$ cat config.mk
export PLATFORM = sky130hd
export DESIGN_NAME = ising_local_field
export DESIGN_NICKNAME = d
export VERILOG_FILES = /design/src/rtl/ising_local_field.sv
export SDC_FILE = /design/constraint.sdc
export NUM_CORES = 1
export LEC_CHECK = 0
export ABC_AREA = 1
export CAP_MARGIN = 20
export CELL_PAD_IN_SITES_DETAIL_PLACEMENT = 1
export CELL_PAD_IN_SITES_GLOBAL_PLACEMENT = 1
export CORE_UTILIZATION = 42
export DETAILED_ROUTE_END_ITERATION = 8
export HOLD_SLACK_MARGIN = 0.05
export MAX_ROUTING_LAYER = met4
export PLACE_DENSITY_LB_ADDON = 0.1
export SETUP_SLACK_MARGIN = 0.4
export SYNTH_ARGS = -nofsm -noshare
export SYNTH_HDL_FRONTEND = slang
export SYNTH_SLANG_ARGS = --single-unit
$ cat constraint.sdc
create_clock -name clk -period 3.45 [get_ports clk]
set_input_delay 0.69 -clock clk [delete_from_list [all_inputs] [get_ports clk]]
set_output_delay 0.69 -clock clk [all_outputs]
set_load 0.1 [all_outputs]
$ cat src/rtl/ising_local_field.sv
// Ising local-field engine: holds an N x N signed coupling matrix and, on start,
// accumulates h[r] = sum_c term(r,c) over all rows in parallel, one column per cycle.
module ising_local_field #(
    parameter int N         = 4,
    parameter int DATABITS  = 16,
    parameter int ACCBITS   = DATABITS + $clog2(N) + 1,
    parameter int ZERO_DIAG = 1
) (
    input  logic                        clk,
    input  logic                        rst_n,
    input  logic                        wr_en,
    input  logic [7:0]                  wr_row,
    input  logic [7:0]                  wr_col,
    input  logic signed [DATABITS-1:0]  wr_data,
    input  logic                        start,
    input  logic                        mode,
    input  logic [N-1:0]                spin_in,
    output logic                        busy,
    output logic                        done,
    output logic [ACCBITS*N-1:0]        field_out
);

    localparam int CW = (N > 1) ? $clog2(N) : 1;

    typedef enum logic [1:0] {
        S_IDLE = 2'd0,
        S_ACC  = 2'd1,
        S_DONE = 2'd2
    } state_t;

    state_t                      state_q;
    logic [CW-1:0]               col_q;
    logic                        mode_q;
    logic [N-1:0]                spin_q;
    logic signed [DATABITS-1:0]  j_q   [N][N];
    logic signed [ACCBITS-1:0]   acc_q [N];
    logic signed [ACCBITS-1:0]   acc_d [N];
    logic signed [ACCBITS-1:0]   term_s [N];
    logic                        busy_q;
    logic                        done_q;
    logic [ACCBITS*N-1:0]        field_q;
    logic                        wr_ok_s;

    assign busy      = busy_q;
    assign done      = done_q;
    assign field_out = field_q;

    // Writes land only in IDLE so J cannot shift under a running sum
    assign wr_ok_s = wr_en && (state_q == S_IDLE) &&
                     ({24'd0, wr_row} < 32'(N)) && ({24'd0, wr_col} < 32'(N));

    // Per-row term for the current column, sign-extended before negation so -J(min) is exact
    always_comb begin
        for (int r = 0; r < N; r++) begin
            logic signed [ACCBITS-1:0] jx;
            jx       = {{(ACCBITS-DATABITS){j_q[r][col_q][DATABITS-1]}}, j_q[r][col_q]};
            term_s[r] = '0;
            if ((ZERO_DIAG != 0) && (r == int'(col_q))) begin
                term_s[r] = '0;
            end else if (spin_q[col_q]) begin
                term_s[r] = jx;
            end else if (mode_q) begin
                term_s[r] = -jx;
            end else begin
                term_s[r] = '0;
            end
            acc_d[r] = acc_q[r] + term_s[r];
        end
    end

    // Control FSM, coupling storage, accumulators and registered outputs
    always_ff @(posedge clk) begin
        if (!rst_n) begin
            state_q <= S_IDLE;
            col_q   <= '0;
            mode_q  <= 1'b0;
            spin_q  <= '0;
            busy_q  <= 1'b0;
            done_q  <= 1'b0;
            field_q <= '0;
            for (int r = 0; r < N; r++) begin
                acc_q[r] <= '0;
                for (int c = 0; c < N; c++) begin
                    j_q[r][c] <= '0;
                end
            end
        end else begin
            done_q <= 1'b0;
            case (state_q)
                S_IDLE: begin
                    if (wr_ok_s) begin
                        j_q[wr_row[CW-1:0]][wr_col[CW-1:0]] <= wr_data;
                    end
                    if (start) begin
                        mode_q  <= mode;
                        spin_q  <= spin_in;
                        col_q   <= '0;
                        busy_q  <= 1'b1;
                        state_q <= S_ACC;
                        for (int r = 0; r < N; r++) begin
                            acc_q[r] <= '0;
                        end
                    end
                end
                S_ACC: begin
                    for (int r = 0; r < N; r++) begin
                        acc_q[r] <= acc_d[r];
                    end
                    if (col_q == CW'(N - 1)) begin
                        col_q   <= '0;
                        state_q <= S_DONE;
                    end else begin
                        col_q <= col_q + 1'b1;
                    end
                end
                S_DONE: begin
                    for (int r = 0; r < N; r++) begin
                        field_q[r*ACCBITS +: ACCBITS] <= acc_q[r];
                    end
                    done_q  <= 1'b1;
                    busy_q  <= 1'b0;
                    state_q <= S_IDLE;
                end
                default: begin
                    state_q <= S_IDLE;
                    busy_q  <= 1'b0;
                    col_q   <= '0;
                end
            endcase
        end
    end

endmodule

==> flow_summary.toml, run 1 <==
[global_routing]
grt_first_pass_wirelength_um = 126000
overflow = 0
grt_pass1_vias = 22551
antenna_found_initial = 0
grt_max_degree = 83
grt_util_all_layers_pct = 31.3

[route]
route.vias.total = 22089
drtIter0Drc = 1775
drc = 0
postRouteWirelength_um = 89800
drtAntennaViolNets = 0
avgViaCountPerCell = 5.66
wl_per_cell_um = 23.0
dr.pass1.iters = 5

[final_layout]
final_util_pct = 61.4
drive_gt1_share_pct = 33.9
area_growth_pct = 43.3
layoutNonFillerInstCount = 3901
num_antenna_cells = 0
num-nets-final = 3311

[synthesis]
synth_top_family_by_area = "simple AND/OR/NAND/NOR gates"
synth_edf_count = 313
synthMuxAreaShare_pct = 0
synth-compound-area-share_pct = 12.3
netlist_instances = 2648
yosysSeqAreaShare_pct = 52.0
synth-xor-area-share_pct = 0.632
avgSynthCellArea_sq_um = 8.37
yosys.area.top_type = "edfxtp_1"
syn-cell-area_sq_mm = 0.0222
yosys_register_bits = 419
syn_nets = 2773
yosys.area_share.simple_pct = 24.8
synthAdderAreaFrac_pct = 4.88
synth_top_area_share_pct = 42.4
synth_area_leaders = "edfxtp_1, dfxtp_1, nand2_1, nor2_1, a21oi_1"
synthDistinctLibCells = 53
async_reset_ff_share_pct = 0
yosys_warnings = 0
synthFlopType = "edfxtp_1"

[sta]
finClkSkew_ps = 20.7
timing.final.ws_setup_ps = -475
rsz0062_at_grt = "yes"
slew_violations = 0
tightestPinTransition_ps = 1020
holdWs_ps = 507
setup_viol = 52
tns_ps = -13170
max_freq_ghz = 0.255
relSlewSlack_pct = 31.8
fin_crit_sh_pct = 114
final-hold-violation-count = 0
fin_crit_ps = 3930

[min_path]
holdCritPathClass = "reg2reg"
hold_start = "acc_q[2][3]$_SDFFE_PP0P_"

[floorplan]
core_area_sq_mm = 0.0517
die_x_um = 232
initial_core_util_pct = 42.8
ioPinCount = 119
fp.dieH_um = 232
die-area_sq_mm = 0.0537
num_rows = 83

[clock_tree]
cts_buffers = 47
worstSkewPairLatency_ps = 620
cts.sinks = 419
cts_tree = "yes"
cts_root_buffer = "clkbuf_16"
hold_buffers = 0
htreeDepth = 2
path_clk_slew_ps = 60
clockBufferDepth = 3

[power_and_ir_drop]
fin_total_pwr_uw = 15300
irDropWorstVdd_mv = 0.391
p_leak_uw = 0.0135
power_density_mw_per_mm2 = 482

[setup_path]
cp-start-kind = "flip-flop"
crit_arrival_ps = 4240
cp_max_fo = 10
required_ps = 3770
startpoint = "col_q[0]$_SDFFE_PN0P_"
r2r-end = "acc_q[3][18]$_SDFFCE_PN0P_"
endpoint = "acc_q[3][18]$_SDFFCE_PN0P_"
r2r_cells = 23
path_common_cell = "nand2_1"
crit_family = "simple AND/OR/NAND/NOR gates"
cp-end-kind = "flip-flop"
crit_type = "reg2reg"
worst_path_largest_cell_delay_ps = 430
r2r_slack_ps = -480
cp.buffers_inverters = 8
cpMaxStageDelayCell = "dfxtp_4"
r2r_start = "col_q[0]$_SDFFE_PN0P_"
crit_cells = 23
cp_cell_sequence = "inv_8 -> buf_12 -> buf_4 -> buf_4 -> nand2_1 -> nand3_1 -> nand2_1 -> nand2_1 -> buf_4 -> nor2_1 -> nand4_1 -> o21ai_1 -> nand2_1 -> nand2_1 -> inv_1 -> ha_1 -> inv_1 -> buf_4 -> o31ai_2 -> a21oi_1 -> o311ai_2 -> nand3b_1 -> a21oi_1"

[placed_design]
numPortBuffers = 118
dpl.cell_count = 3687
place_hpwl_um = 54900
globalplace.congestion = 0.918

[flow_run]
maxCapViolations = 0

[status]
status = "complete, but fails checks"
violations = "setup timing"
[registers in the layout, indices dropped and copies added, names as in the netlist]
| name | cells |
|---|---|
| field_out | 76 |
| j_q | 256 |
| mode_q | 1 |
| state_q | 2 |
| spin_q | 4 |
| busy | 1 |
| done | 1 |
| col_q | 2 |
| acc_q | 76 |
[where the power goes]
part,leakage [uW],internal [uW],switching (uW)
Clock,0.000750,2910,2200
Combinational,0.00858,1870,2540
Sequential,0.00412,5620,164
Total,0.0135,10400,4900
[metrics by stage]
stage               setup WS, ps  area, sq um
finish                      -475        31800
global route                -566        31800
detailed placement          -513        26700
global placement            -440        26700
floorplan                    168        22500
CTS                         -271        30200
[timing repair]
item,4_1_cts,5_1_grt
cloned,2,4
gates resized for setup,346,285
setup endpoints to repair,63,66
pin swaps,109,137
setup buffers,80,44
[worst min path at each step]
stage	to	slack (ps)	cells past startpoint
floorplan	spin_q[3]$_SDFFE_PN0P_	460	2
global placement	acc_q[2][18]$_SDFFE_PP0P_	480	2
detailed placement	acc_q[2][5]$_SDFFE_PP0P_	490	2
CTS	spin_q[1]$_SDFFE_PN0P_	480	3
global route	acc_q[2][4]$_SDFFE_PP0P_	510	2
finish	acc_q[2][3]$_SDFFE_PP0P_	510	2
[cell families after synthesis]
logic type / Yosys count
AO/OA/AOI/OAI: 503
XOR/XNOR: 16
adder cells (fa/ha/maj): 84
buffers and inverters: 281
flip-flops: 419
AND/OR/NAND/NOR: 1345
[layout by cell type (no fill, tap or decap), types with 10 or more instances in the layout]
cell type,instances
nor2_1,494
buf_4,466
nand2_1,440
edfxtp_1,313
inv_1,129
o21ai_0,123
nand3_1,123
a21oi_1,117
dfxtp_1,104
nand2_2,93
clkdlybuf4s50_1,93
a21oi_2,76
clkbuf_16,52
o21ai_1,47
o21ai_2,40
ha_1,38
ha_4,34
nor2_4,29
buf_6,27
a21oi_4,26
nand3_2,24
nor2_2,23
nor3_2,22
inv_2,19
buf_12,17
nand2_4,16
nand4_1,16
xor2_1,16
o21a_1,15
nor3_1,15
or2_2,14
clkbuf_1,14
nor3_4,10
[synthesized netlist by cell type (all sizes together), types with 20 or more instances]
cell	number
nand2	549
dfxtp	106
or2	20
clkbuf	75
inv	154
nor2	546
buf	51
ha	80
nand3	149
o21ai	218
nor3	47
edfxtp	313
a21oi	219
[area by class of cell]
class,count,area (sq um)
Timing Repair Buffer,613,5270
Clock buffer,66,1320
Inverter,155,626
Fill cell,5824,20000
Clock inverter,18,206
Timing Repair inverter,2,22.5
Multi-Input combinational cell,1948,11900
Sequential cell,419,11500
Tap cell,680,851
[tightest hold or removal path, delay by kind of cell (launching register included)]
kind / cells / cell delay, ps
AO/OA/AOI/OAI: 1 / 60
flip-flops: 1 / 330
AND/OR/NAND/NOR: 1 / 70
[per-layer routing]
metal | vias up | track usage [%] | share of wire, %
met3 | 192 | 3.66 | 4.7
met1 | 11176 | 40.3 | 42
met5 | - | - | 0
li1 | 10048 | - | -
met2 | 673 | 51.8 | 50
met4 | 0 | 9.54 | 3.1
No activity file was read; power rests on OpenSTA's default activity.
==> inputs of run 2 (changes only) <==
Settings changed: CAP_MARGIN 20 to not set.
==> results of run 2 <==
Final layout, timing and power as in run 1 (identical DEF).
